[src/rtl/spi_mem_slave.sv]
// SPI mode-0 slave fronting a register-file memory: command word (R/W + address) followed by
// burst data words with address auto-increment, abort detection and address fault injection.
module spi_mem_slave #(
    parameter int unsigned DATA_WIDTH = 8,
    parameter int unsigned ADDR_WIDTH = 7,
    parameter int unsigned FAULT_BIT  = 2
) (
    input  logic       clk,
    input  logic       reset,
    input  logic       sclk_pin,
    input  logic       cs_pin,
    input  logic       mosi_pin,
    input  logic       fault_inject,
    output logic       miso_pin,
    output logic       miso_oe,
    output logic       busy,
    output logic       frame_err,
    output logic [2:0] state
);

    localparam int unsigned DEPTH     = 1 << ADDR_WIDTH;
    localparam int unsigned CMD_WIDTH = ADDR_WIDTH + 1;
    localparam int unsigned SW        = (CMD_WIDTH > DATA_WIDTH) ? CMD_WIDTH : DATA_WIDTH;
    localparam int unsigned CW        = $clog2(SW + 1);

    localparam logic [CW-1:0]         CMD_LAST   = CW'(CMD_WIDTH - 1);
    localparam logic [CW-1:0]         DATA_LAST  = CW'(DATA_WIDTH - 1);
    localparam logic [ADDR_WIDTH-1:0] FAULT_MASK = ADDR_WIDTH'(1) << FAULT_BIT;

    localparam logic [2:0] S_IDLE      = 3'd0;
    localparam logic [2:0] S_CMD       = 3'd1;
    localparam logic [2:0] S_RD_FETCH  = 3'd2;
    localparam logic [2:0] S_RD_SHIFT  = 3'd3;
    localparam logic [2:0] S_WR_SHIFT  = 3'd4;
    localparam logic [2:0] S_WR_COMMIT = 3'd5;
    localparam logic [2:0] S_WAIT_CS   = 3'd6;

    logic [1:0] sclk_sync_q;
    logic [1:0] cs_sync_q;
    logic [1:0] mosi_sync_q;
    logic       sclk_prev_q;

    logic [2:0]            state_q, state_d;
    logic [CW-1:0]         bit_cnt_q, bit_cnt_d;
    logic [SW-1:0]         shreg_q, shreg_d;
    logic [ADDR_WIDTH-1:0] addr_q, addr_d;
    logic                  miso_oe_q, miso_oe_d;
    logic                  frame_err_q, frame_err_d;
    logic                  mem_we;

    logic [DATA_WIDTH-1:0] mem [DEPTH];

    logic          sclk_rise;
    logic          sclk_fall;
    logic          cs_high;
    logic          mosi_s;
    logic [SW-1:0] shift_in;
    logic          abort;
    logic          mid_word_state;

    // Chip select idles high, so its synchroniser resets to 1 to avoid a spurious frame start.
    always_ff @(posedge clk or posedge reset) begin
        if (reset) begin
            sclk_sync_q <= 2'b00;
            cs_sync_q   <= 2'b11;
            mosi_sync_q <= 2'b00;
            sclk_prev_q <= 1'b0;
        end else begin
            sclk_sync_q <= {sclk_sync_q[0], sclk_pin};
            cs_sync_q   <= {cs_sync_q[0], cs_pin};
            mosi_sync_q <= {mosi_sync_q[0], mosi_pin};
            sclk_prev_q <= sclk_sync_q[1];
        end
    end

    assign sclk_rise = sclk_sync_q[1] & ~sclk_prev_q;
    assign sclk_fall = ~sclk_sync_q[1] & sclk_prev_q;
    assign cs_high   = cs_sync_q[1];
    assign mosi_s    = mosi_sync_q[1];
    assign shift_in  = {shreg_q[SW-2:0], mosi_s};

    assign mid_word_state = (state_q == S_CMD) || (state_q == S_RD_SHIFT) ||
                            (state_q == S_WR_SHIFT);
    // A pending commit must land before the frame closes, so WR_COMMIT is not abortable.
    assign abort = cs_high && (state_q != S_IDLE) && (state_q != S_WR_COMMIT);

    always_comb begin
        state_d     = state_q;
        bit_cnt_d   = bit_cnt_q;
        shreg_d     = shreg_q;
        addr_d      = addr_q;
        miso_oe_d   = miso_oe_q;
        frame_err_d = 1'b0;
        mem_we      = 1'b0;

        if (abort) begin
            state_d     = S_IDLE;
            bit_cnt_d   = '0;
            miso_oe_d   = 1'b0;
            frame_err_d = mid_word_state && (bit_cnt_q != '0);
        end else begin
            case (state_q)
                S_IDLE: begin
                    miso_oe_d = 1'b0;
                    bit_cnt_d = '0;
                    if (!cs_high) begin
                        state_d = S_CMD;
                        shreg_d = '0;
                    end
                end
                S_CMD: begin
                    if (sclk_rise) begin
                        shreg_d = shift_in;
                        if (bit_cnt_q == CMD_LAST) begin
                            bit_cnt_d = '0;
                            addr_d    = shift_in[ADDR_WIDTH-1:0] |
                                        (fault_inject ? FAULT_MASK : '0);
                            state_d   = shift_in[ADDR_WIDTH] ? S_RD_FETCH : S_WR_SHIFT;
                        end else begin
                            bit_cnt_d = bit_cnt_q + 1'b1;
                        end
                    end
                end
                S_RD_FETCH: begin
                    shreg_d   = SW'(mem[addr_q]);
                    miso_oe_d = 1'b1;
                    bit_cnt_d = '0;
                    state_d   = S_RD_SHIFT;
                end
                S_RD_SHIFT: begin
                    if (sclk_rise) begin
                        if (bit_cnt_q == DATA_LAST) begin
                            bit_cnt_d = '0;
                            addr_d    = addr_q + 1'b1;
                            state_d   = S_RD_FETCH;
                        end else begin
                            bit_cnt_d = bit_cnt_q + 1'b1;
                        end
                    end else if (sclk_fall && (bit_cnt_q != '0)) begin
                        // The fall before the first rise of a word must keep the MSB in place.
                        shreg_d = shreg_q << 1;
                    end
                end
                S_WR_SHIFT: begin
                    if (sclk_rise) begin
                        shreg_d = shift_in;
                        if (bit_cnt_q == DATA_LAST) begin
                            bit_cnt_d = '0;
                            state_d   = S_WR_COMMIT;
                        end else begin
                            bit_cnt_d = bit_cnt_q + 1'b1;
                        end
                    end
                end
                S_WR_COMMIT: begin
                    mem_we  = 1'b1;
                    addr_d  = addr_q + 1'b1;
                    state_d = cs_high ? S_IDLE : S_WR_SHIFT;
                end
                S_WAIT_CS: begin
                    miso_oe_d = 1'b0;
                end
                default: begin
                    state_d   = S_IDLE;
                    miso_oe_d = 1'b0;
                end
            endcase
        end
    end

    always_ff @(posedge clk or posedge reset) begin
        if (reset) begin
            state_q     <= S_IDLE;
            bit_cnt_q   <= '0;
            shreg_q     <= '0;
            addr_q      <= '0;
            miso_oe_q   <= 1'b0;
            frame_err_q <= 1'b0;
        end else begin
            state_q     <= state_d;
            bit_cnt_q   <= bit_cnt_d;
            shreg_q     <= shreg_d;
            addr_q      <= addr_d;
            miso_oe_q   <= miso_oe_d;
            frame_err_q <= frame_err_d;
        end
    end

    always_ff @(posedge clk) begin
        if (mem_we) begin
            mem[addr_q] <= shreg_q[DATA_WIDTH-1:0];
        end
    end

    assign miso_pin  = miso_oe_q & shreg_q[DATA_WIDTH-1];
    assign miso_oe   = miso_oe_q;
    assign busy      = (state_q != S_IDLE);
    assign frame_err = frame_err_q;
    assign state     = state_q;

endmodule

[config.mk]
export PLATFORM = sky130hd
export DESIGN_NAME = spi_mem_slave
export DESIGN_NICKNAME = d
export VERILOG_FILES = /design/src/rtl/spi_mem_slave.sv
export SDC_FILE = /design/constraint.sdc
export NUM_CORES = 1
export LEC_CHECK = 0
export CORE_ASPECT_RATIO = 0.5
export CORE_MARGIN = 1.5
export CORE_UTILIZATION = 34
export DETAILED_ROUTE_END_ITERATION = 8
export PLACE_DENSITY = 0.53
export SYNTH_ARGS = -nofsm -noshare
export SYNTH_HDL_FRONTEND = slang
export SYNTH_SLANG_ARGS = --single-unit
[constraint.sdc]
create_clock -name clk -period 5.8 [get_ports clk]
set_input_delay 0.87 -clock clk [delete_from_list [all_inputs] [get_ports clk]]
set_output_delay 0.87 -clock clk [all_outputs]
set_load 0.03 [all_outputs]
==> results of run 1 <==
==> sequential cells by signal, indices dropped and copies added, names as in the netlist <==
| signal | count |
|---|---|
| sclk_prev_q | 1 |
| miso_oe | 1 |
| mem | 1024 |
| cs_sync_q | 2 |
| frame_err | 1 |
| state | 3 |
| bit_cnt_q | 4 |
| sclk_sync_q | 2 |
| shreg_q | 8 |
| addr_q | 7 |
| mosi_sync_q | 2 |
==> layer usage <==
metal  routed length (um)  vias to the layer above  GRT usage (%)
met5                    0                        -              0
met4                 2058                        0          3.965
met3                 5807                      126          2.456
met2                49550                      689          26.59
met1                48370                    11370          23.90
li1                     -                     9759              -
==> synth_stat cells (4+ instances only) <==
library cell,number,area (sq um)
a2111oi_0,8,70.07
a21oi_1,11,55.05
a22oi_1,258,1937
a31oi_1,5,31.28
a41oi_1,24,210.2
and2_1,4,25.02
buf_2,79,395.4
buf_4,30,225.2
buf_6,5,56.30
clkbuf_1,32,120.1
dfrtp_1,29,725.7
edfxtp_1,1024,30750
inv_1,9,33.78
mux2i_1,513,5135
nand2_1,32,120.1
nand2b_1,4,25.02
nand3_1,143,715.7
nand4_1,10,62.56
nor2_1,144,540.5
o211ai_1,6,45.04
o21a_1,4,30.03
o21ai_0,15,75.07
==> cells by family after synthesis <==
kind of cell | synth area share [%]
buffers and inverters | 2.017
and+or+nand+nor | 3.946
xor gates and xnor gates | 0.02098
muxes | 12.30
AOI/OAI and AO/OA | 6.122
adders and majority gates | 0.08991
DFF | 75.51
==> area by class of cell <==
class                      instances  area (sq um)  area share [%]
clock buffer                     137          2774           5.928
inverter                           9         33.78         0.07219
timing repair buffer              51         475.5           1.016
clock inverter                    49         499.2           1.067
multi-input combinational       1221          9437           20.17
tap                             1610          2014           4.305
sequential                      1055         31560           67.45
==> how the worst max path moves through the flow <==
stage / depth (start not counted) / to
floorplan: 1 / miso_pin
global placement: 7 / shreg_q[1]
detailed placement: 7 / shreg_q[1]
CTS: 7 / shreg_q[1]
global route: 7 / shreg_q[1]
finish: 7 / shreg_q[1]
==> power breakdown <==
part	internal (uW)	switching [uW]	total [uW]
logic	16.2	72.1	88.3
registers	8350	76.7	8420
clock network	3790	2810	6590
==> per-stage QoR <==
stage                     area (sq um)  utilization (%)  total power [uW]
after floorplan                  41760                -              8589
after global placement           43520            35.91              8672
after detailed placement         43520            35.91              8678
after CTS                        46790            38.62             15210
after global routing             46790            38.62             15510
final                            46790            38.62             15100
==> impl_metrics.env, run 1 <==
export IMPL_status="finished, final reports clean"
export IMPL_skew_ns=0.03497
export IMPL_viasPerCell=5.311
export IMPL_hp_class="reg -> reg"
export IMPL_layout_setup_ws_ns=1.378
export IMPL_pre_cts_ws_ns=1.469
export IMPL_antenna_found_initial=1
export IMPL_drtIter0Drc=2224
export IMPL_insertion_delay_ns=0.67
export IMPL_cp_startpoint="addr_q[1]"
export IMPL_nets=2447
export IMPL_end_kind="register"
export IMPL_detail_route_first_pass_iterations=6
export IMPL_fin_hold_ws_ns=0.3466
export IMPL_slowest_stage="a2111oi_0"
export IMPL_power_leakage_uw=0.01351
export IMPL_hp_start="mosi_sync_q[0]"
export IMPL_finalCriticalPeriod_ns=4.422
export IMPL_crit_type="reg -> reg"
export IMPL_r2r_end="shreg_q[1]"
export IMPL_ant_nets=0
export IMPL_cts_num_sinks=1055
export IMPL_clkTransAtPathRegs_ns=0.07
export IMPL_fp_dieH_um=250.8
export IMPL_worstPathMaxFanout=56
export IMPL_drv_slew=0
export IMPL_most_common_layout_cells="edfxtp_1 (1,024), mux2i_1 (513), a22oi_1 (258), nand3_1 (143), nor2_1 (142)"
export IMPL_path_buf_inv=1
export IMPL_r2r_start="addr_q[1]"
export IMPL_critPathTopFamily="simple AND/OR/NAND/NOR gates"
export IMPL_place_congestion=0.7962
export IMPL_dr_total_vias=21950
export IMPL_setup_violations_final=0
export IMPL_dp_hpwl_um=60030
export IMPL_async_reset_ff_share_pct=2.938
export IMPL_place_inst=3946
export IMPL_die_x_um=498.6
export IMPL_cts_buffers=100
export IMPL_yosys_warnings=0
export IMPL_tns_ns=0
export IMPL_n_fill_cell=11040
export IMPL_finalNonFillerCells=4132
export IMPL_syn_avg_cell_area_sq_um=17.15
export IMPL_critPathArrivalTime_ns=4.92
export IMPL_yosys_register_bits=1055
export IMPL_synth_main_ff_cell="edfxtp_1"
export IMPL_syn_area_sq_mm=0.04176
export IMPL_start_util_pct=34.46
export IMPL_portBuffers=12
export IMPL_grt_overflow=0
export IMPL_crit_path_max_incr_delay_ns=0.95
export IMPL_crit_required_ns=6.30
export IMPL_grt_pass1_vias=21720
export IMPL_worstPathCellList="and2_4, buf_4, a22oi_1, nand3_1, nand4_1, a2111oi_0, o211ai_1"
export IMPL_drive_above_1_share_pct=8.089
export IMPL_powerDensity_mw_per_mm2=322.7
export IMPL_slew_headroom_pct=20.08
export IMPL_synth_cell_type_count=48
export IMPL_r2r_setup_slack_ns=1.38
export IMPL_peakVddDrop_uv=204.5
export IMPL_worst_r2r_path_depth=7
export IMPL_final_common_cell="edfxtp_1"
export IMPL_drt_total_wl_um=105800
export IMPL_max_cap_violations=0
export IMPL_hold_path_end="mosi_sync_q[1]"
export IMPL_grt_use_total_pct=16.64
export IMPL_synthCells=2434
export IMPL_grt_first_pass_wirelength_um=153600
export IMPL_cp_start_kind="register"
export IMPL_hold_buffers=0
export IMPL_cts_max_level=3
export IMPL_syn_nets=2443
export IMPL_dieArea_sq_mm=0.1250
export IMPL_cts_tree="built"
export IMPL_drc=0
export IMPL_syn_to_final_growth_pct=12.07
export IMPL_seq_area_frac_synth_pct=75.51
export IMPL_rsz0062_at_grt="false"
export IMPL_core_sq_mm=0.1212
export IMPL_worst_pin_slew_ns=1.199
export IMPL_final_hold_viol_count=0
export IMPL_synth_enable_flop_cells=1024
export IMPL_post_cts_resize_count=0
export IMPL_hold_depth=0
export IMPL_postCtsSetupRepairBufs=0
export IMPL_grt_max_degree=96
export IMPL_wl_per_cell_um=25.60
export IMPL_fmax_mhz=226.1
export IMPL_clockBufferDepth=3
export IMPL_cts_root_buf="clkbuf_16"
export IMPL_antenna_cells=0
export IMPL_fin_crit_sh_pct=76.24
export IMPL_io_pins=13
export IMPL_num_rows=90
No activity file was read; power rests on OpenSTA's default activity.
==> run 2: changes to the inputs <==
--- a/config.mk
+++ b/config.mk
@@ -9,7 +9,7 @@
 export CORE_MARGIN = 1.5
 export CORE_UTILIZATION = 34
 export DETAILED_ROUTE_END_ITERATION = 8
-export PLACE_DENSITY = 0.53
+export PLACE_DENSITY = 0.55
 export SYNTH_ARGS = -nofsm -noshare
 export SYNTH_HDL_FRONTEND = slang
 export SYNTH_SLANG_ARGS = --single-unit
==> constraint.sdc (replaced) <==
create_clock -name clk -period 3.9 [get_ports clk]
set_input_delay 0.585 -clock clk [delete_from_list [all_inputs] [get_ports clk]]
set_output_delay 0.585 -clock clk [all_outputs]
set_load 0.03 [all_outputs]
==> run 2 against run 1 <==
  * Flip-flop and latch count did not move
  * Critical path type unchanged
  * Non-clock buffer count is 136 higher
  * Maximum frequency rose by 31%
  * Sequential share of layout area is 1.5 points lower
==> impl_metrics.env, run 2 (synthesis gave the netlist of run 1 again) <==
export IMPL_place_congestion=0.8097
export IMPL_tns_ns=0
export IMPL_portBuffers=12
export IMPL_hp_class="in -> reg"
export IMPL_io_pins=13
export IMPL_hp_start="cs_pin"
export IMPL_num_rows=90
export IMPL_r2r_setup_slack_ns=0.52
export IMPL_regMostFlops="mem"
export IMPL_cts_buffers=100
export IMPL_worst_r2r_path_depth=7
export IMPL_rsz0062_at_grt="false"
export IMPL_finalCriticalPeriod_ns=3.377
export IMPL_skew_ns=0.02960
export IMPL_worstPathMaxFanout=50
export IMPL_postCtsSetupRepairBufs=0
export IMPL_cts_tree="built"
export IMPL_clockBufferDepth=3
export IMPL_start_util_pct=34.46
export IMPL_dp_hpwl_um=62390
export IMPL_grt_first_pass_wirelength_um=152300
export IMPL_end_kind="register"
export IMPL_largest_register_ffs=1024
export IMPL_cts_num_sinks=1055
export IMPL_largest_registers="mem (1024), shreg_q (8), addr_q (7)"
export IMPL_status="finished, final reports clean"
export IMPL_drc=0
export IMPL_clkTransAtPathRegs_ns=0.06
export IMPL_wl_per_cell_um=24.70
export IMPL_setup_violations_final=0
export IMPL_detail_route_first_pass_iterations=5
export IMPL_fin_crit_sh_pct=86.58
export IMPL_power_leakage_uw=0.01417
export IMPL_crit_type="reg -> reg"
export IMPL_r2r_start="addr_q[0]"
export IMPL_drt_total_wl_um=105300
export IMPL_antenna_cells=0
export IMPL_grt_overflow=0
export IMPL_dieArea_sq_mm=0.1250
export IMPL_hold_path_end="cs_sync_q[0]"
export IMPL_worst_pin_slew_ns=1.249
export IMPL_post_route_util_pct=39.50
export IMPL_grt_max_degree=100
export IMPL_cts_root_buf="clkbuf_16"
export IMPL_fmax_mhz=296.1
export IMPL_post_cts_resize_count=0
export IMPL_peakVddDrop_uv=269.6
export IMPL_dr_total_vias=22330
export IMPL_drv_slew=0
export IMPL_viasPerCell=5.237
export IMPL_crit_required_ns=4.49
export IMPL_slew_headroom_pct=16.75
export IMPL_hold_buffers=0
export IMPL_hold_depth=1
export IMPL_powerDensity_mw_per_mm2=463.0
export IMPL_fp_dieH_um=250.8
export IMPL_ant_nets=0
export IMPL_drtIter0Drc=2178
export IMPL_final_hold_viol_count=0
export IMPL_core_sq_mm=0.1212
export IMPL_final_common_cell="edfxtp_1"
export IMPL_insertion_delay_ns=0.69
export IMPL_die_x_um=498.6
export IMPL_r2r_end="shreg_q[0]"
export IMPL_critPathArrivalTime_ns=3.96
export IMPL_drive_above_1_share_pct=12.43
export IMPL_most_common_layout_cells="edfxtp_1 (1,024), mux2i_1 (513), a22oi_1 (258), buf_4 (154), nand3_1 (143)"
export IMPL_grt_use_total_pct=16.52
export IMPL_grt_pass1_vias=22020
export IMPL_cts_max_level=3
export IMPL_cp_start_kind="register"
export IMPL_syn_to_final_growth_pct=14.62
export IMPL_antenna_found_initial=7
export IMPL_nets=2583
export IMPL_max_cap_violations=0
## run 2: cell count changes in the layout (fill, tap and decap cells not counted)
cell	delta
bufinv_16	-2
buf_12	+16
clkinv_1	-1
clkbuf_1	+2
clkinv_2	+7
nor3b_2	-2
inv_6	-4
nor3b_1	+2
nand2_2	-3
buf_4	+120
clkbuf_8	-6
nand2_1	+3
## run 2: layout make-up
type                    instances  area (sq um)
repair buffers                187          1697
multi-input cells            1221          9419
clock buffers                 133          2699
fillers                     10880         73310
inverters                       9         33.78
well taps                    1610          2014
flip-flops and latches       1055         31560
clock inverters                49         435.4
## run 2: worst max-delay path, stage by stage, from the launching register on
cell,delay [ns]
dfrtp_4,0.90
buf_12,0.40
mux2i_1,0.13
a22oi_1,0.24
nand3_1,0.24
a41oi_1,0.94
a2111oi_0,0.14
o211ai_1,0.21
## run 2: worst max path at each step
stage	slack, ns	from	to	cells after the start
finish	0.52	addr_q[0]	shreg_q[0]	7
global route	0.33	state[2]	mem[121][0]	5
CTS	0.55	addr_q[0]	shreg_q[2]	7
detailed placement	0.58	addr_q[0]	shreg_q[2]	7
global placement	0.54	addr_q[0]	shreg_q[0]	7
floorplan	1.08	shreg_q[7]	miso_pin	1
## run 2: metal layers
metal | global-route usage, % | up-vias | part of all wire, %
li1 | - | 10010 | -
met1 | 23.11 | 11450 | 45
met2 | 25.59 | 693 | 45
met3 | 4.047 | 166 | 7.2
met4 | 4.589 | 8 | 2.6
met5 | 0 | - | 0.052
## run 2: power breakdown
group | switching, uW | internal, uW | total (uW)
registers | 119 | 12400 | 12500
logic | 101 | 31.5 | 132
clock network | 4130 | 5370 | 9500
## run 2: stage by stage
stage / total power (uW) / instances / worst slack [ns] / hold slack (ns) / cell area (sq um)
detailed placement: 12910 / 4082 / 0.5770 / 0.3364 / 44730
floorplan: 12770 / 2434 / 1.084 / 0.3312 / 41760
CTS: 22330 / 4264 / 0.5521 / 0.2914 / 47860
global route: 22760 / 4264 / 0.3344 / 0.2926 / 47860
global placement: 12900 / 4082 / 0.5375 / 0.3414 / 44730
finish: 22160 / 4264 / 0.5232 / 0.3311 / 47860
==> run 3: changes to the inputs <==
--- a/config.mk
+++ b/config.mk
@@ -9,7 +9,7 @@
 export CORE_MARGIN = 1.5
 export CORE_UTILIZATION = 34
 export DETAILED_ROUTE_END_ITERATION = 8
-export PLACE_DENSITY = 0.55
+export PLACE_DENSITY = 0.58
 export SYNTH_ARGS = -nofsm -noshare
 export SYNTH_HDL_FRONTEND = slang
 export SYNTH_SLANG_ARGS = --single-unit
==> run 3 against run 2 <==
  * Clock skew is 0.0075 ns higher
  * Wire length decreased by 4.7%
  * Largest cell class unchanged
  * Hold slack gained 0.014 ns
  * Via count decreased by 0.88%
  * Core utilization decreased by 0.31 points
  * Global-route usage decreased by 0.73 points
  * Clock power hardly changed
  * Worst setup slack worse by 0.15 ns
  * Clock-buffer cell count is 3 lower
  * Design area shrank 0.78%
  * First-iteration DRC count fell by 2.6%
  * Sequential power barely moved
==> impl_metrics.env, run 3 (synthesis gave the netlist of run 1 again) <==
export IMPL_start_util_pct=34.46
export IMPL_io_pins=13
export IMPL_hp_start="mosi_pin"
export IMPL_hold_path_end="mosi_sync_q[0]"
export IMPL_status="finished, final reports clean"
export IMPL_worstPathMaxFanout=12
export IMPL_finalCriticalPeriod_ns=3.531
export IMPL_nets=2529
export IMPL_critPathArrivalTime_ns=3.83
export IMPL_cts_tree="built"
export IMPL_n_fill_cell=11000
export IMPL_cp_startpoint="state[2]"
export IMPL_insertion_delay_ns=0.69
export IMPL_critPathTopFamily="simple AND/OR/NAND/NOR gates"
export IMPL_hold_depth=1
export IMPL_final_common_cell="edfxtp_1"
export IMPL_crit_type="reg -> reg"
export IMPL_slowest_stage="dfrtp_1"
export IMPL_cts_num_sinks=1055
export IMPL_fmax_mhz=283.2
export IMPL_cp_start_kind="register"
export IMPL_final_hold_viol_count=0
export IMPL_r2r_start="state[2]"
export IMPL_clkTransAtPathRegs_ns=0.06
export IMPL_rsz0062_at_grt="false"
export IMPL_ant_nets=0
export IMPL_skew_ns=0.03713
export IMPL_crit_required_ns=4.20
export IMPL_crit_path_max_incr_delay_ns=0.66
export IMPL_viasPerCell=5.253
export IMPL_r2r_end="mem[49][4]"
export IMPL_max_cap_violations=0
export IMPL_regMostFlops="mem"
export IMPL_largest_register_ffs=1024
export IMPL_most_common_layout_cells="edfxtp_1 (1,024), mux2i_1 (513), a22oi_1 (258), nand3_1 (143), nor2_1 (142)"
export IMPL_fp_dieH_um=250.8
export IMPL_dp_hpwl_um=59160
export IMPL_slew_headroom_pct=16.46
export IMPL_drt_total_wl_um=100400
export IMPL_antenna_found_initial=3
export IMPL_hold_buffers=0
export IMPL_drv_slew=0
export IMPL_worst_r2r_path_depth=6
export IMPL_dieArea_sq_mm=0.1250
export IMPL_wl_per_cell_um=23.82
export IMPL_fin_crit_sh_pct=90.53
export IMPL_finalPower_uw=22140
export IMPL_power_leakage_uw=0.01389
export IMPL_dr_total_vias=22140
export IMPL_grt_overflow=0
export IMPL_powerDensity_mw_per_mm2=466.2
export IMPL_drc=0
export IMPL_grt_max_degree=91
export IMPL_setup_violations_final=0
export IMPL_postCtsSetupRepairBufs=0
export IMPL_detail_route_first_pass_iterations=6
export IMPL_hp_class="in -> reg"
export IMPL_path_common_cell="nor2_1"
export IMPL_drive_above_1_share_pct=10.49
export IMPL_core_sq_mm=0.1212
export IMPL_grt_use_total_pct=15.80
export IMPL_syn_to_final_growth_pct=13.72
export IMPL_grt_first_pass_wirelength_um=147300
export IMPL_cts_root_buf="clkbuf_16"
export IMPL_portBuffers=12
export IMPL_worst_pin_slew_ns=1.253
export IMPL_place_inst=4027
export IMPL_worstPathCellList="inv_1, nor2_1, nand3_1, or3_1, buf_4, nor2_1"
export IMPL_largest_registers="mem (1024), shreg_q (8), addr_q (7)"
export IMPL_place_congestion=0.8157
export IMPL_post_cts_resize_count=0
export IMPL_tns_ns=0
export IMPL_grt_pass1_vias=21710
export IMPL_clockBufferDepth=3
export IMPL_drtIter0Drc=2122
export IMPL_cts_max_level=3
export IMPL_die_x_um=498.6
export IMPL_r2r_setup_slack_ns=0.37
export IMPL_cts_buffers=101
export IMPL_finalNonFillerCells=4214
export IMPL_peakVddDrop_uv=310.6
export IMPL_path_buf_inv=2
export IMPL_num_rows=90
export IMPL_end_kind="register"
-- run 3: cell count changes in the layout (fill, tap and decap cells not counted), moves of 2 or more --
cell      before  now
buf_4        154   98
clkbuf_8       3    1
clkinv_1      19   25
clkinv_2      20   17
inv_16         0    2
-- run 3: final cells by class --
class	count	area, sq um	share of cell area [%]
timing repair buffer	132	1296	2.730
clock inverter	56	500.5	1.054
inverter	9	33.78	0.07114
multi-input combinational	1221	9408	19.81
sequential	1055	31560	66.47
clock buffer	130	2668	5.618
antenna	1	2.502	0.005270
tap	1610	2014	4.242
-- run 3: how the worst max path moves through the flow --
stage / to / cells past startpoint / slack, ns
after CTS: mem[49][5] / 6 / 0.37
after floorplan: miso_pin / 1 / 1.08
after global routing: mem[41][2] / 6 / 0.14
final: mem[49][4] / 6 / 0.37
after detailed placement: mem[49][2] / 6 / 0.39
after global placement: mem[9][5] / 6 / 0.49
-- run 3: where the power goes --
| part | internal, uW | switching, uW | total [uW] | leakage (uW) |
|---|---|---|---|---|
| logic | 28.8 | 92.5 | 121 | 0.00261 |
| registers | 12400 | 119 | 12500 | 0.00973 |
| clock network | 5300 | 4180 | 9480 | 0.00155 |
-- run 3: metrics by stage --
step / instance area, sq um / util, % / hold WS [ns] / worst slack, ns
after floorplan: 41760 / - / 0.3312 / 1.084
after global placement: 44310 / 36.57 / 0.3328 / 0.4923
after detailed placement: 44310 / 36.57 / 0.3397 / 0.3881
after CTS: 47480 / 39.19 / 0.3097 / 0.3662
after global routing: 47480 / 39.19 / 0.3241 / 0.1365
final: 47480 / 39.19 / 0.3450 / 0.3693
-- run 3: worst register-to-register path: stages (launching register included) --
cell     delay [ns]
dfrtp_1        0.66
inv_1          0.16
nor2_1         0.49
nand3_1        0.17
or3_1          0.65
buf_4          0.35
nor2_1         0.67
-- run 3: layer usage --
| layer | track usage, % | routed length [um] | up-vias |
|---|---|---|---|
| met4 | 4.404 | 2356 | 0 |
| met5 | 0 | 0 | - |
| li1 | - | - | 9923 |
| met3 | 2.609 | 6205 | 144 |
| met2 | 24.39 | 45530 | 682 |
| met1 | 23.00 | 46280 | 11390 |
==> RTL change 1: new RTL, settings of run 2 <==
Remove the register `frame_err_q`: a continuous assignment takes its place, so the output `frame_err` follows one clock earlier.
--- a/src/rtl/spi_mem_slave.sv
+++ b/src/rtl/spi_mem_slave.sv
@@ -176,5 +176,4 @@
             addr_q      <= '0;
             miso_oe_q   <= 1'b0;
-            frame_err_q <= 1'b0;
         end else begin
             state_q     <= state_d;
@@ -183,7 +182,8 @@
             addr_q      <= addr_d;
             miso_oe_q   <= miso_oe_d;
-            frame_err_q <= frame_err_d;
-        end
-    end
+        end
+    end
+
+    assign frame_err_q = frame_err_d;
 
     always_ff @(posedge clk) begin
Behaviour: no difference found for any inputs over 4 cycles, from zero or initial values and one cycle with reset high; that may be too few to reach the edited logic, so the function may still have changed.
==> RTL change 1 against run 2 <==
Critical path type is now reg -> out. Synthesized area is essentially flat. Non-clock buffer count down 68. Sequential cell count decreased by 1. Count of clock-buffer cells in the layout unchanged. Synthesized cell count about the same. Final cell count decreased by 1.6%. Clock skew hardly changed. Highest routed layer is now met4. Worst setup slack got worse by 0.046 ns. Routed wire length up 1.0%. Fmax decreased by 1.3%. Die area hardly changed. Power increased by 2.3%. Cell area is 0.65% lower.
==> RTL change 1: results (changes against run 2) <==
Status
  – Status: complete, no violations (unchanged)

CTS
  – Worst-Skew Late Latency: 0.68 ns
  – Setup Fix Bufs, Post-CTS: 0 (unchanged)
  – Num CTS Buffers: 100 (unchanged)
  – H-tree Lvls: 3 (unchanged)

Layout
  – Share of cells above drive strength 1: 10.7% (was 12.4%)
  – Fillers: 10900 (about the same)
  – Nets: 2514 (was 2583)
  – Multi-input logic area: 9420 sq um (unchanged)

Placement
  – Final GP Congestion: 0.812 (was 0.810)
  – Post-DP HPWL: 63000 microns (was 62400 microns)

STA
  – Slew HR: 13.0% (was 16.8%)
  – Setup Skew: 0.0300 ns (was 0.0296 ns)

Routing
  – Iter 0 DRT Violations: 2301 (was 2178)
  – Vias after detailed routing: 22300 (about the same)
  – Post-Route WL: 106000 microns (was 105000 microns)

Worst setup path
  – RR Endpoint: shreg_q[2] (was shreg_q[0])
  – CP Data Arrival Time: 2.84 ns (was 3.96 ns)
  – Critical Path End: frame_err (was shreg_q[0])
  – Setup crit start: state[0] (was addr_q[0])
  – Critical path peak fanout: 22 (was 50)
  – R2R Setup Slk: 0.58 ns (was 0.52 ns)

Logic synthesis
  – Top cells by area, synth: edfxtp_1, mux2i_1, a22oi_1 (unchanged)
  – Number of flops mapped to enable cells by yosys: 1024 (unchanged)
  – Asr flop ratio synth: 2.85% (was 2.94%)
  – Syn Nets: 2442 (was 2443)
  – Sequential element share of the synthesized area: 75.5% (about the same)

GRT
  – Total Routing Usage GR: 16.9% (was 16.5%)
  – Largest net degree at the start of global routing: 108 (was 100)
  – Initial antenna violation count: 3 (was 7)
  – First-pass GRT wire length: 156000 microns (was 152000 microns)

Pwr
  – Pleak: 13.9 nW (was 14.2 nW)
  – VDD IR max: 0.342 mV (was 0.270 mV)
  – Pint: 18.2 mW (was 17.8 mW)

Hold path
  – Hold Crit Class: in -> async (was in -> reg)
-- RTL change 1: changes by cell type in the layout (fill, tap and decap cells not counted), sizes merged --
cell / run 2 / this run
clkinv: 40 / 34
clkinvlp: 1 / 2
bufinv: 8 / 12
diode: 0 / 1
dfrtp: 29 / 28
buf: 175 / 107
inv: 9 / 11
-- RTL change 1: worst max-delay path: stages, from the launching register on --
cell,delay (ns)
dfrtp_1,0.78
xor2_1,0.25
o21a_1,0.26
nand2_1,0.08
nor2_1,0.12
clkdlybuf4s50_1,0.68
-- RTL change 1: cells by family after synthesis --
family	Yosys count	share of synthesized area, %
simple gates	359	3.95
flops	1054	75.5
mux	513	12.3
xor+xnor	1	0.0210
fa+ha+maj	3	0.0900
buf+inv	158	2.02
compound gates	345	6.13
-- RTL change 1: metal layers --
layer  track usage (%)  up-vias  wire [microns]
met5                 0        -               0
met4              4.41        0            2480
met3              3.72      157            7620
met2              26.3      698           48900
met1              23.8    11500           47400
li1                  -     9896               -
-- RTL change 1: stage by stage --
| step | power [mW] | worst slack, ns | hold slack (ns) | cells |
|---|---|---|---|---|
| after global routing | 23.2 | 0.302 | 0.317 | 4196 |
| after floorplan | 12.8 | 1.08 | 0.331 | 2433 |
| after global placement | 12.9 | 0.635 | 0.336 | 4013 |
| after detailed placement | 12.9 | 0.679 | 0.336 | 4013 |
| final | 22.7 | 0.477 | 0.329 | 4197 |
| after CTS | 22.8 | 0.437 | 0.308 | 4196 |
-- RTL change 1: power groups by stage --
stage / clock [mW] / sequential, mW / combinational [mW]
2_1_floorplan: 0 / 12.7 / 0.0348
3_3_place_gp: 0 / 12.8 / 0.144
3_5_place_dp: 0 / 12.8 / 0.147
4_1_cts: 10.1 / 12.5 / 0.148
5_1_grt: 10.6 / 12.5 / 0.158
6_report: 10.0 / 12.5 / 0.146
-- RTL change 1: area by class of cell --
class                      count  share of cell area (%)
sequential                  1054                    66.3
multi-input combinational   1221                    19.8
clock buffer                 133                    5.87
tap                         1610                    4.24
timing repair buffer         119                    2.52
clock inverter                50                    1.16
inverter                       9                  0.0711
antenna                        1                 0.00526
-- RTL change 1: worst min path at each step --
stage,startpoint,slack (ns),end
2_1_floorplan,mosi_sync_q[0],0.33,mosi_sync_q[1]
3_3_place_gp,mosi_sync_q[0],0.34,mosi_sync_q[1]
3_5_place_dp,mosi_sync_q[0],0.34,mosi_sync_q[1]
4_1_cts,reset,0.31,bit_cnt_q[2]
5_1_grt,cs_pin,0.32,cs_sync_q[0]
6_report,reset,0.33,bit_cnt_q[2]
==> RTL change 2: new RTL, flow settings as in run 2 <==
Made on the original files. The parameter `DATA_WIDTH` goes from 8 to 4.
--- a/src/rtl/spi_mem_slave.sv
+++ b/src/rtl/spi_mem_slave.sv
@@ -2,5 +2,5 @@
 // burst data words with address auto-increment, abort detection and address fault injection.
 module spi_mem_slave #(
-    parameter int unsigned DATA_WIDTH = 8,
+    parameter int unsigned DATA_WIDTH = 4,
     parameter int unsigned ADDR_WIDTH = 7,
     parameter int unsigned FAULT_BIT  = 2
Function: no difference found for any inputs over 4 cycles, from zero or initial values and one cycle with reset high; that may be too few to reach the edited logic, so the function may still have changed.
==> RTL change 2 against run 2 <==
Power is 47% lower. Cell area decreased by 48%. Worst setup slack worse by 0.065 ns. Die area shrank 47%. Synthesized cell count is 48% lower. Clock power fell by 47%. Sequential cell count shrank 513. Global-route usage fell by 1.1 points. Clock skew fell by 0.015 ns. Routed wire length decreased by 52%. Sequential power is 48% lower. Synthesized area fell by 48%.
==> RTL change 2: results (changes against run 2) <==
Status
  – Status: complete, no violations (unchanged)

Logic synthesis
  – Post-synthesis mux area share: 12.6% (was 12.3%)
  – Syn Area/Cell: 17.2 sq um (about the same)
  – Top cells by area, synth: edfxtp_1, mux2i_1, mux4_2 (was edfxtp_1, mux2i_1, a22oi_1)
  – Syn Nets: 1285 (was 2443)
  – Syn. warnings: 0 (unchanged)
  – Number of flops mapped to enable cells by yosys: 512 (was 1024)
  – Most frequent cells after synthesis: edfxtp_1, nor2_1, mux2i_1 (was edfxtp_1, mux2i_1, a22oi_1)
  – Sequential element share of the synthesized area: 73.6% (was 75.5%)
  – Xor/xnor cell area share of the yosys netlist: 0.0800% (was 0.0210%)
  – Synth cell types: 56 (was 48)
  – Post-Synth Adder-Cell Area: 0.171% (was 0.0899%)
  – Asr flop ratio synth: 5.54% (was 2.94%)
  – Post-synthesis compound-gate area fraction: 5.67% (was 6.12%)

Hold path
  – Min-delay src: sclk_sync_q[0] (was cs_pin)
  – Hold Crit Class: reg -> reg (was in -> reg)

Pwr
  – VDD IR max: 0.295 mV (was 0.270 mV)
  – Pleak: 7.42 nW (was 14.2 nW)
  – Net Switching: 2.26 mW (was 4.35 mW)

Layout
  – Non-Filler Instances: 2185 (was 4264)
  – Fillers: 5652 (was 10900)
  – Biggest regs: mem x512, addr_q x7, shreg_q x7 (was mem x1024, shreg_q x8, addr_q x7)
  – Synth-to-layout area growth: 13.2% (was 14.6%)
  – Share of cells above drive strength 1: 13.7% (was 12.4%)
  – Ant diodes: 0 (unchanged)

CTS
  – Clock Tree Buf Depth: 3 (unchanged)
  – H-tree Lvls: 2 (was 3)
  – Setup Fix Bufs, Post-CTS: 0 (unchanged)
  – Clock root cell: clkbuf_16 (unchanged)
  – Num CTS Buffers: 51 (was 100)
  – Post-CTS Resized: 0 (unchanged)
  – Worst-Skew Late Latency: 0.57 ns (was 0.69 ns)

Placement
  – DP Area: 23100 sq um (was 44700 sq um)
  – Final GP Congestion: 0.803 (was 0.810)
  – Post-place setup slack: 0.498 ns (was 0.577 ns)
  – Post-DP HPWL: 31200 microns (was 62400 microns)
  – Number of instances in the placed design: 2094 (was 4082)

Routing
  – DR vias/cell: 5.36 (was 5.24)
  – Iter 0 DRT Violations: 1208 (was 2178)
  – Drt wl/cell: 23.2 microns (was 24.7 microns)

Worst setup path
  – Family with the most delay on the worst path: compound AO/OA/AOI/OAI gates (unchanged)
  – Worst reg2reg startpoint: addr_q[0] (unchanged)
  – Crit-path max cell delay: 0.92 ns (was 0.94 ns)
  – CP Data Arrival Time: 3.87 ns (was 3.96 ns)
  – Critical path peak fanout: 40 (was 50)
  – Slowest stage cell on the critical path: dfrtp_4 (was a41oi_1)

GRT
  – Largest net degree at the start of global routing: 90 (was 100)
  – Total Routing Usage GR: 15.4% (was 16.5%)
  – Initial antenna violation count: 0 (was 7)
  – First-pass GRT wire length: 76500 microns (was 152000 microns)
  – Vias in the first global route: 11900 (was 22000)

STA
  – Setup Skew: 0.0147 ns (was 0.0296 ns)
  – Slew HR: 30.2% (was 16.8%)
==> RTL change 2: changes by cell type after synthesis, moves of 9 or more <==
cell,change
edfxtp_1,-512
mux2i_1,-385
a22oi_1,-188
nand3_1,-95
buf_2,-60
mux4_2,+52
buf_4,-23
a41oi_1,-22
a22o_1,+13
clkbuf_1,+12
mux4_1,+12
a221oi_1,+9
a31oi_1,+9
o21ai_0,+9
==> RTL change 2: cell type report <==
class | instances | area share [%]
Sequential cell | 542 | 65.2
Timing Repair Buffer | 58 | 2.18
Inverter | 15 | 0.227
Clock inverter | 24 | 1.18
Multi-Input combinational cell | 642 | 21.4
Tap cell | 837 | 4.23
Clock buffer | 67 | 5.64
==> RTL change 2: power groups by stage <==
stage          Clock, mW  Sequential, mW  Combinational [mW]
4_1_cts             5.16            6.49               0.135
3_3_place_gp           0            6.61               0.130
6_report            5.07            6.49               0.132
3_5_place_dp           0            6.61               0.135
2_1_floorplan          0            6.62              0.0334
5_1_grt             5.38            6.49               0.147
==> RTL change 2: path summary, 6_finish.rpt <==
path | end | slack, ns | cells past startpoint
setup / recovery | shreg_q[1] | 0.46 | 6
max in group asynchronous | shreg_q[1] | 2.57 | 2
hold / removal | sclk_sync_q[1] | 0.35 | 0
hold reg to reg | sclk_sync_q[1] | 0.35 | 0
min in group asynchronous | sclk_prev_q | 0.57 | 2
setup reg to reg | shreg_q[1] | 0.46 | 6
==> RTL change 2: routing by layer <==
layer / vias up / part of all wire (%) / global-route usage (%)
li1: 5155 / - / -
met2: 412 / 45 / 23.8
met5: - / 0 / 0
met3: 73 / 7.2 / 2.67
met4: 0 / 1.8 / 3.43
met1: 6069 / 46 / 22.8
